## config.mk

```make
export PLATFORM = sky130hd
export DESIGN_NAME = dmem_port_arbiter
export DESIGN_NICKNAME = d
export VERILOG_FILES = /design/src/rtl/dmem_arb_pkg.sv /design/src/rtl/rr_arb2.sv /design/src/rtl/dmem_port_arbiter.sv
export SDC_FILE = /design/constraint.sdc
export NUM_CORES = 1
export LEC_CHECK = 0
export ABC_AREA = 0
export ABC_CLOCK_PERIOD_IN_PS = 1900
export CAP_MARGIN = 20
export CORE_MARGIN = 4
export CORE_UTILIZATION = 41
export CTS_CLUSTER_SIZE = 24
export DETAILED_ROUTE_END_ITERATION = 10
export PLACE_DENSITY_LB_ADDON = 0.08
export SKIP_CTS_REPAIR_TIMING = 1
export SLEW_MARGIN = 20
export SYNTH_ARGS = -nofsm -noshare
export SYNTH_HDL_FRONTEND = slang
export SYNTH_SLANG_ARGS = --single-unit
export TNS_END_PERCENT = 100
```

## constraint.sdc

```tcl
create_clock -name clk -period 1.9 [get_ports clk]
set_input_delay 0.38 -clock clk [delete_from_list [all_inputs] [get_ports clk]]
set_output_delay 0.38 -clock clk [all_outputs]
set_load 0.02 [all_outputs]
```

## src/rtl/dmem_arb_pkg.sv

```systemverilog
// Shared constants for the DataMem port arbiter: memory op encodings, FSM state codes
// and the legality check applied to every accepted access.
package dmem_arb_pkg;

    localparam logic [2:0] MEMOP_B  = 3'b000;
    localparam logic [2:0] MEMOP_H  = 3'b001;
    localparam logic [2:0] MEMOP_W  = 3'b010;
    localparam logic [2:0] MEMOP_BU = 3'b100;
    localparam logic [2:0] MEMOP_HU = 3'b101;

    localparam logic [1:0] S_IDLE   = 2'd0;
    localparam logic [1:0] S_ACCESS = 2'd1;
    localparam logic [1:0] S_FINISH = 2'd2;

    // Misaligned accesses, unsigned stores and unused encodings never reach DataMem as a write.
    function automatic logic memop_illegal(input logic       we,
                                           input logic [2:0] memop,
                                           input logic [1:0] addr_lo);
        logic ill;
        ill = 1'b0;
        case (memop)
            MEMOP_B, MEMOP_BU: ill = 1'b0;
            MEMOP_H, MEMOP_HU: ill = addr_lo[0];
            MEMOP_W:           ill = (addr_lo != 2'b00);
            default:           ill = 1'b1;
        endcase
        if (we && memop[2]) begin
            ill = 1'b1;
        end
        return ill;
    endfunction

endpackage

```

## src/rtl/rr_arb2.sv

```systemverilog
// Two-way arbiter: a lone requester always wins; a tie goes to port 0 when fixed_prio
// is set, otherwise to the port that was not granted last.
module rr_arb2 (
    input  logic [1:0] req,
    input  logic       last_grant,
    input  logic       fixed_prio,
    output logic       grant_valid,
    output logic       grant_id
);

    always_comb begin
        grant_valid = |req;
        grant_id    = 1'b0;
        if (req == 2'b11) begin
            grant_id = fixed_prio ? 1'b0 : ~last_grant;
        end else if (req == 2'b10) begin
            grant_id = 1'b1;
        end
    end

endmodule

```

## src/rtl/dmem_port_arbiter.sv

```systemverilog
// Shares the single DataMem port between the CPU MEM stage (port 0) and the loader (port 1),
// running each access as a fixed IDLE -> ACCESS -> FINISH sequence followed by a one-cycle ack.
module dmem_port_arbiter
    import dmem_arb_pkg::*;
#(
    parameter bit CPU_PRIORITY = 1'b0,
    parameter int AW           = 18
) (
    input  logic          clk,
    input  logic          rstn,

    input  logic          p0_req,
    input  logic          p0_we,
    input  logic [2:0]    p0_memop,
    input  logic [AW-1:0] p0_addr,
    input  logic [31:0]   p0_wdata,
    output logic          p0_ack,
    output logic [31:0]   p0_rdata,
    output logic          p0_err,

    input  logic          p1_req,
    input  logic          p1_we,
    input  logic [2:0]    p1_memop,
    input  logic [AW-1:0] p1_addr,
    input  logic [31:0]   p1_wdata,
    output logic          p1_ack,
    output logic [31:0]   p1_rdata,
    output logic          p1_err,

    output logic          mem_we,
    output logic [2:0]    mem_memop,
    output logic [AW-1:0] mem_addr,
    output logic [31:0]   mem_datain,
    input  logic [31:0]   mem_dataout,

    output logic          busy
);

    logic [1:0]       state_q, state_d;
    logic             last_grant_q, last_grant_d;
    logic             cur_port_q, cur_port_d;
    logic             cap_we_q, cap_we_d;
    logic             illegal_q, illegal_d;
    logic             mem_we_q, mem_we_d;
    logic [2:0]       mem_memop_q, mem_memop_d;
    logic [AW-1:0]    mem_addr_q, mem_addr_d;
    logic [31:0]      mem_datain_q, mem_datain_d;
    logic [1:0]       ack_q, ack_d;
    logic [1:0]       err_q, err_d;
    logic [1:0][31:0] rdata_q, rdata_d;

    logic [1:0]       eligible;
    logic             grant_valid;
    logic             grant_id;
    logic             sel_we;
    logic [2:0]       sel_memop;
    logic [AW-1:0]    sel_addr;
    logic [31:0]      sel_wdata;

    // A port whose ack is showing is still holding req from the finished access; ignore it.
    assign eligible = {p1_req & ~ack_q[1], p0_req & ~ack_q[0]};

    rr_arb2 u_arb (
        .req         (eligible),
        .last_grant  (last_grant_q),
        .fixed_prio  (CPU_PRIORITY),
        .grant_valid (grant_valid),
        .grant_id    (grant_id)
    );

    assign sel_we    = grant_id ? p1_we    : p0_we;
    assign sel_memop = grant_id ? p1_memop : p0_memop;
    assign sel_addr  = grant_id ? p1_addr  : p0_addr;
    assign sel_wdata = grant_id ? p1_wdata : p0_wdata;

    always_comb begin
        state_d      = state_q;
        last_grant_d = last_grant_q;
        cur_port_d   = cur_port_q;
        cap_we_d     = cap_we_q;
        illegal_d    = illegal_q;
        mem_we_d     = 1'b0;
        mem_memop_d  = mem_memop_q;
        mem_addr_d   = mem_addr_q;
        mem_datain_d = mem_datain_q;
        ack_d        = 2'b00;
        err_d        = err_q;
        rdata_d      = rdata_q;

        case (state_q)
            S_IDLE: begin
                if (grant_valid) begin
                    mem_memop_d  = sel_memop;
                    mem_addr_d   = sel_addr;
                    mem_datain_d = sel_wdata;
                    cap_we_d     = sel_we;
                    illegal_d    = memop_illegal(sel_we, sel_memop, sel_addr[1:0]);
                    last_grant_d = grant_id;
                    cur_port_d   = grant_id;
                    state_d      = S_ACCESS;
                end
            end
            S_ACCESS: begin
                // DataMem has now latched the address; the write strobe is registered for FINISH.
                mem_we_d = cap_we_q & ~illegal_q;
                state_d  = S_FINISH;
            end
            S_FINISH: begin
                ack_d[cur_port_q] = 1'b1;
                err_d[cur_port_q] = illegal_q;
                if (!cap_we_q) begin
                    rdata_d[cur_port_q] = illegal_q ? 32'h0 : mem_dataout;
                end
                state_d = S_IDLE;
            end
            default: begin
                state_d = S_IDLE;
            end
        endcase
    end

    always_ff @(posedge clk or negedge rstn) begin
        if (!rstn) begin
            state_q      <= S_IDLE;
            last_grant_q <= 1'b1;
            cur_port_q   <= 1'b0;
            cap_we_q     <= 1'b0;
            illegal_q    <= 1'b0;
            mem_we_q     <= 1'b0;
            mem_memop_q  <= MEMOP_W;
            mem_addr_q   <= '0;
            mem_datain_q <= 32'h0;
            ack_q        <= 2'b00;
            err_q        <= 2'b00;
            rdata_q      <= '0;
        end else begin
            state_q      <= state_d;
            last_grant_q <= last_grant_d;
            cur_port_q   <= cur_port_d;
            cap_we_q     <= cap_we_d;
            illegal_q    <= illegal_d;
            mem_we_q     <= mem_we_d;
            mem_memop_q  <= mem_memop_d;
            mem_addr_q   <= mem_addr_d;
            mem_datain_q <= mem_datain_d;
            ack_q        <= ack_d;
            err_q        <= err_d;
            rdata_q      <= rdata_d;
        end
    end

    assign mem_we     = mem_we_q;
    assign mem_memop  = mem_memop_q;
    assign mem_addr   = mem_addr_q;
    assign mem_datain = mem_datain_q;
    assign busy       = (state_q != S_IDLE);

    assign p0_ack   = ack_q[0];
    assign p1_ack   = ack_q[1];
    assign p0_err   = err_q[0];
    assign p1_err   = err_q[1];
    assign p0_rdata = rdata_q[0];
    assign p1_rdata = rdata_q[1];

endmodule
```

# --- Word level (Yosys, flattened, before mapping) ---
# Index checks and enable logic that the tools add are counted.
word_totals:
  reg_bits: 128
  input_bits: 144
  out_inout_bits: 123
  elab_cells: 62
op_classes:
  magnitude_cmp: 2
  eq_ne: 9
  n_mux: 19
  n_bitwise: 8
  n_reduce_logical: 11
ops:
  columns: ["op", "count"]
  rows:
  - ["$mux W32", 3]
  - ["$bwmux W64", 1]
  - ["$demux W32 S1", 1]
  - ["$mux W18", 1]
  - ["$eq A2 B2 Y1 const B", 3]
  - ["$eq A3 B3 Y1 const B", 2]
  - ["$mux W1", 6]
  - ["$reduce_or A2 Y1", 3]
  - ["$not A1 Y1", 5]
  - ["$mux W2", 2]
  - ["$pmux W2 S2", 1]
  - ["$reduce_and A2 Y1", 2]
  - ["$reduce_bool A2 Y1", 2]
  - ["$and A1 B1 Y1", 3]
  - ["$eq A3 B1 Y1 const B", 1]
  - ["$eq A3 B2 Y1 const B", 1]
  - ["$logic_not A3 Y1", 1]
  - ["$mux W3", 1]
  - ["$pmux W1 S3", 1]
  - ["$bwmux W2", 1]
  - ["$eq A2 B1 Y1 const B", 1]
  - ["$logic_and A1 B1 Y1", 2]
  - ["$logic_not A2 Y1", 1]
  - ["$lt A1 B2 Y1 const B", 1]
  - ["3 further kinds", 3]

# --- Logic depth before layout (Yosys ltp) ---
logic_depth:
  depth_word: 10
  depth_mapped: 7
  mapped_depth_nobuf: 4

# --- Modules after synthesis ---
# A second synthesis with hierarchy kept.
unflattened:
  hier_cells: 514
  hier_area_um2: 5514.0
modules_own_cells:
  columns: ["mod", "n_inst", "cells_per_inst", "area_per_inst_um2"]
  rows:
  - ["dmem_port_arbiter", 1, 511, 5496.5]
  - ["rr_arb2", 1, 3, 17.5]

# --- Least setup slack after synthesis ---
# OpenSTA, ideal clock, no wires.
synth_path:
  path_kind: "register to register"
  startpoint: "reg ack_q[1]"
  endpoint: "reg mem_addr_q[0] (netlist: mem_addr[0])"
  setup_time_ns: 0.132
  t_arrival_ns: 1.425
  setup_slack_ns: 0.343
  stages_incl_launch_ff: 8
  n_path_buf: 3
  period_less_slack_ns: 1.557
  cell_sequence: "dfrtp_1 > nor2b_4 > a21bo_1 > buf_2 > buf_6 > buf_8 > mux2i_1 > o21ai_1"
synth_via:
  elab_chain_cells: 6
  word_cells_on_any_way: 9
synth_lines:
  columns: ["item", "line_no", "source"]
  rows:
  - ["start, declared", "dmem_port_arbiter.sv:48", "logic [1:0] ack_q, ack_d;"]
  - ["start signal, assigned", "dmem_port_arbiter.sv:146", "ack_q <= ack_d;"]
  - ["$not A1 Y1 *", "dmem_port_arbiter.sv:61", "assign eligible = {p1_req & ~ack_q[1], p0_req & ~ack_q[0]};"]
  - ["$and A1 B1 Y1 *", "dmem_port_arbiter.sv:61", null]
  - ["$eq A2 B2 Y1", "rr_arb2.sv:16", "end else if (req == 2'b10) begin"]
  - ["$mux W1", "rr_arb2.sv:16", null]
  - ["$mux W1", "rr_arb2.sv:14", "if (req == 2'b11) begin"]
  - ["$mux W18", "dmem_port_arbiter.sv:73", "assign sel_addr = grant_id ? p1_addr : p0_addr;"]
  - ["end signal, assigned", "dmem_port_arbiter.sv:144", "mem_addr_q <= mem_addr_d;"]
  - ["end, declared", "dmem_port_arbiter.sv:46", "logic [AW-1:0] mem_addr_q, mem_addr_d;"]
# Every way passes the cells marked *; elsewhere a longest branch is shown, timed or not.
# A chain may end at the register's enable or synchronous reset.

# --- Worst setup path in the final report ---
layout_path:
  startpoint: "reg ack_q[1]"
  endpoint: "out p1_ack"
layout_rtl:
  columns: ["item", "line_no", "source"]
  rows:
  - ["end, declared", "dmem_port_arbiter.sv:26", "output logic p1_ack,"]
# No word-level cell between the ends.

==> PnR_summary.wiki <==
{| class="wikitable"
! Metric !! Value
|-
| Largest vdd supply drop || 0.844 mV
|-
| Critical Path Stages || 1
|-
| Worst R2R End || p1_rdata[15]$_DFFE_PN0P_
|-
| Gate count of the mapped netlist || 515
|-
| Largest net degree at the start of global routing || 65
|-
| CP required || roughly 1.5 ns
|-
| Wire length of the first global-routing pass || 24200 um
|-
| Area of the core || 0.0127 sq mm
|-
| Post-synth EDFFs || 0
|-
| Failing checks || hold timing
|-
| Post-Route Utilization || a little over two thirds
|-
| #FFs+latches synth || 128
|-
| Setup-violating endpoint count in the final report || 0
|-
| Detailed placement HPWL || 11500 um
|-
| Antenna cell count || 0
|-
| RSZ-0062 raised after global routing || false
|-
| Highest net fanout along the worst path || 2
|-
| Element type at the critical path end || output port
|-
| Storage element area || 0.00321 sq mm
|-
| Setup WS pre-CTS || -0.0163 ns
|-
| Port buffer count || between 200 and 300
|-
| I/O pin count || between 200 and 300
|-
| Antenna violations before repair || 0
|-
| Total non-filler cell area in the finished layout || 0.00887 sq mm
|-
| Crit share post-route || 96.4%
|-
| Cell-internal power || between 9 and 10 mW
|-
| Multi-input gate area in the final layout || 0.00198 sq mm
|-
| Post-synth design cell area || 0.00538 sq mm
|-
| Cell with the most instances after synthesis || dfrtp_1
|-
| Final count of pins violating max slew || 0
|-
| Number of global-route vias before repair || 4752
|-
| Total wirelength of the detailed-routed design || between 15000 and 20000 um
|-
| Final-layout worst hold slack || -0.0139 ns
|-
| Number of search-and-repair iterations in the first detailed-routing pass || 5
|-
| Number of nets in the layout || about 900
|-
| Arrival time at the worst endpoint || roughly 1.5 ns
|-
| Clock network fraction of total power || between 20% and 30%
|-
| Share of power burned in registers || 30.9%
|-
| Post-route worst setup slack || 0.0679 ns
|-
| Floorplan die height || 123 um
|-
| Total routing usage reported by global routing || 21.0%
|-
| Reg clk slew, reported paths || 0.05 ns
|-
| Worst slew margin || 76.4%
|-
| Startpoint types || flop
|-
| Reported net switching power || 5.47 mW
|-
| Count of clock tree sinks || 128
|-
| Clock tree skew after final layout || 0.00475 ns
|-
| Power per standard cell area || roughly 1700 mW/mm^2
|-
| Reg2Reg Launch Point || state_q[0]$_DFFE_PN0P_
|-
| Proportion of netlist area held by the largest area contributor || between 50% and 60%
|-
| Max Fclk || 546 MHz
|-
| Net Count, Synth || 659
|-
| Fill cell instance count of the final layout || 1015
|-
| Buffering stage count on the worst path with inverters included || 1
|-
| Number of violations reported at the end of detailed-routing iteration 0 || 249
|-
| Type of the worst min-delay path || primary input to asynchronous set/reset pin
|-
| Library cell with the largest summed area after synthesis || dfrtp_1
|-
| Total grt overflow || 0
|-
| Clk buf depth || 2
|-
| Cell at the slowest stage of the critical path || clkdlybuf4s50_1
|-
| Share of flip-flops with an asynchronous set or reset after synthesis || 100%
|-
| Mean Syn Cell Area || 10.5 sq um
|-
| Switching part of the total power || 36.6%
|-
| Final antenna-violating net count || 0
|-
| Die ar. || ~0.015 sq mm
|-
| Total leakage power || between 4 and 5 nW
|-
| Number of core rows || 41
|-
| Overall die width || about 120 um
|-
| DRC violation count after routing || 0
|-
| Class of the most critical setup path || flop to output port
|-
| Insertion delay of the later-clocked pin in the worst-skew pair || 0.41 ns
|-
| Share of final-layout standard cells stronger than drive strength 1 || around 6.7%
|-
| Effective utilization at floorplan || 42.3%
|-
| Via count || about 4700
|-
| Synth warnings || 0
|-
| Cells along the critical path || clkdlybuf4s50_1
|-
| Largest delay contributor family on the critical path || buffers and inverters
|-
| Dominant cells by area after synthesis || dfrtp_1 59%, mux2i_1 10%, nand2_1 8.4%, o21ai_0 7.7%, nand2b_1 3.8%
|-
| CTS tree || built
|-
| Outcome || finished with violations
|-
| Part of the power in combinational logic || 47.0%
|-
| Wirelength per Cell || roughly 16 um
|-
| Vias per std cell || 4.85
|-
| Worst reg-to-reg setup slack || ~0.35 ns
|-
| H-tree levels || 4
|-
| Sequential share of the synthesized area || between 50% and 60%
|-
| Synth-to-layout area growth || 64.8%
|-
| Total count of hold-check failures in the final report || 13
|-
| Number of distinct standard cells referenced by the synthesized netlist || 26
|-
| Endpoint of the most critical setup path || p1_ack
|-
| Most common flop cell mapped by yosys || dfrtp_1
|-
| Number of cells on the worst reg-to-reg path || 5
|-
| Minimum period implied by the final worst setup slack || 1.83 ns
|-
| Final Wtd Congestion || 0.738
|-
| Largest incremental delay on the critical path || about 0.66 ns
|-
| Leading cell types by count after synthesis || 126 x dfrtp_1, 121 x nand2_1, 83 x o21ai_0, 55 x mux2i_1, 38 x o21ai_1
|-
| Clock root buffer || clkbuf_16
|-
| Cts bufs inserted || 17
|-
| Worst setup path startpoint || ack_q[1]$_DFF_PN0_
|-
| Least-Margin Pin Slew || 0.354 ns
|-
| Placed Area || 0.00826 sq mm
|-
| Max-Cap Viols || 0
|}
[final cells by class]
type	instances	share of cell area [%]
Clock buffer	27	6.12
Clock inverter	4	0.790
Inverter	2	0.0846
Multi-Input combinational cell	349	22.3
Sequential cell	128	36.1
Tap cell	172	2.42
Timing Repair Buffer	278	32.2
[worst min path at each step]
stage / from / cells past startpoint / to / slack [ns]
2_1_floorplan: rstn / 0 / ack_q[0]$_DFF_PN0_ / 0.08
3_3_place_gp: rstn / 2 / p1_rdata[9]$_DFFE_PN0P_ / 0.42
3_5_place_dp: rstn / 2 / p1_rdata[9]$_DFFE_PN0P_ / 0.43
4_1_cts: rstn / 2 / p1_rdata[9]$_DFFE_PN0P_ / -0.01
5_1_grt: rstn / 2 / p1_rdata[9]$_DFFE_PN0P_ / 0.006
6_report: rstn / 2 / p1_rdata[9]$_DFFE_PN0P_ / -0.01
[power groups by stage]
stage	clock network, mW	registers, mW	logic (mW)
finish	3.31	4.63	7.03
global route	3.51	4.79	7.60
CTS	3.38	4.64	7.15
detailed placement	0	4.67	7.11
global placement	0	4.62	6.97
floorplan	0	6.06	2.20
[kinds of logic (layout without fill, tap and decap cells)]
kind of cell,Yosys count,after routing,synth area share (%)
AO/OA/AOI/OAI,125,125,12.1
buffers and inverters,38,311,3.88
flip-flops,128,128,59.5
multiplexers,57,57,10.6
AND/OR/NAND/NOR,167,167,13.8
[worst reg2reg max path, cell delays in order (launching register included)]
cell and delay [ns]:
dfrtp_1 0.37, nand2b_1 0.18, or3_2 0.45, buf_12 0.20, nand2_1 0.14, o21ai_0 0.08
[stage by stage]
| step | power, mW | setup TNS (ns) | instances |
|---|---|---|---|
| after floorplan | 8.26 | 0 | 515 |
| final | 15.0 | 0 | 960 |
| after global routing | 15.9 | 0 | 960 |
| after CTS | 15.2 | -0.243 | 960 |
| after detailed placement | 11.8 | -0.0163 | 929 |
| after global placement | 11.6 | 0 | 929 |
[registers in the layout, indices dropped and copies added, names as in the netlist]
signal        cells
mem_datain       32
p0_rdata         32
p1_rdata         32
mem_addr         18
mem_memop         3
ack_q             2
err_q             2
state_q           2
cap_we_q          1
cur_port_q        1
illegal_q         1
last_grant_q      1
mem_we            1
[layout by cell type, fill, tap and decap left out]
master,instances
nand2b_1,33
o21bai_4,1
or3_2,2
bufinv_16,2
inv_1,2
a221oi_1,2
buf_12,8
nor2b_2,1
nand2_1,121
or2_2,1
buf_4,5
mux2i_1,55
nor4_1,2
and3b_1,1
nor2_1,4
o21ai_0,83
nor2b_4,1
clkbuf_1,2
dfstp_2,2
dlymetal6s2s_1,2
dfrtp_1,126
a21bo_4,1
mux2_2,2
clkbuf_16,17
nor2b_1,1
clkdlybuf4s50_1,263
clkinv_2,2
o21ai_1,38
clkbuf_8,8
[layer usage]
| metal | up-vias | part of all wire [%] | global-route usage, % |
|---|---|---|---|
| li1 | 2247 | - | - |
| met2 | 201 | 52 | 36.6 |
| met5 | - | 0 | 0 |
| met4 | 0 | 1.7 | 7.70 |
| met3 | 26 | 9.3 | 8.85 |
| met1 | 2186 | 37 | 22.7 |
Power figures use the tool's default switching activity.
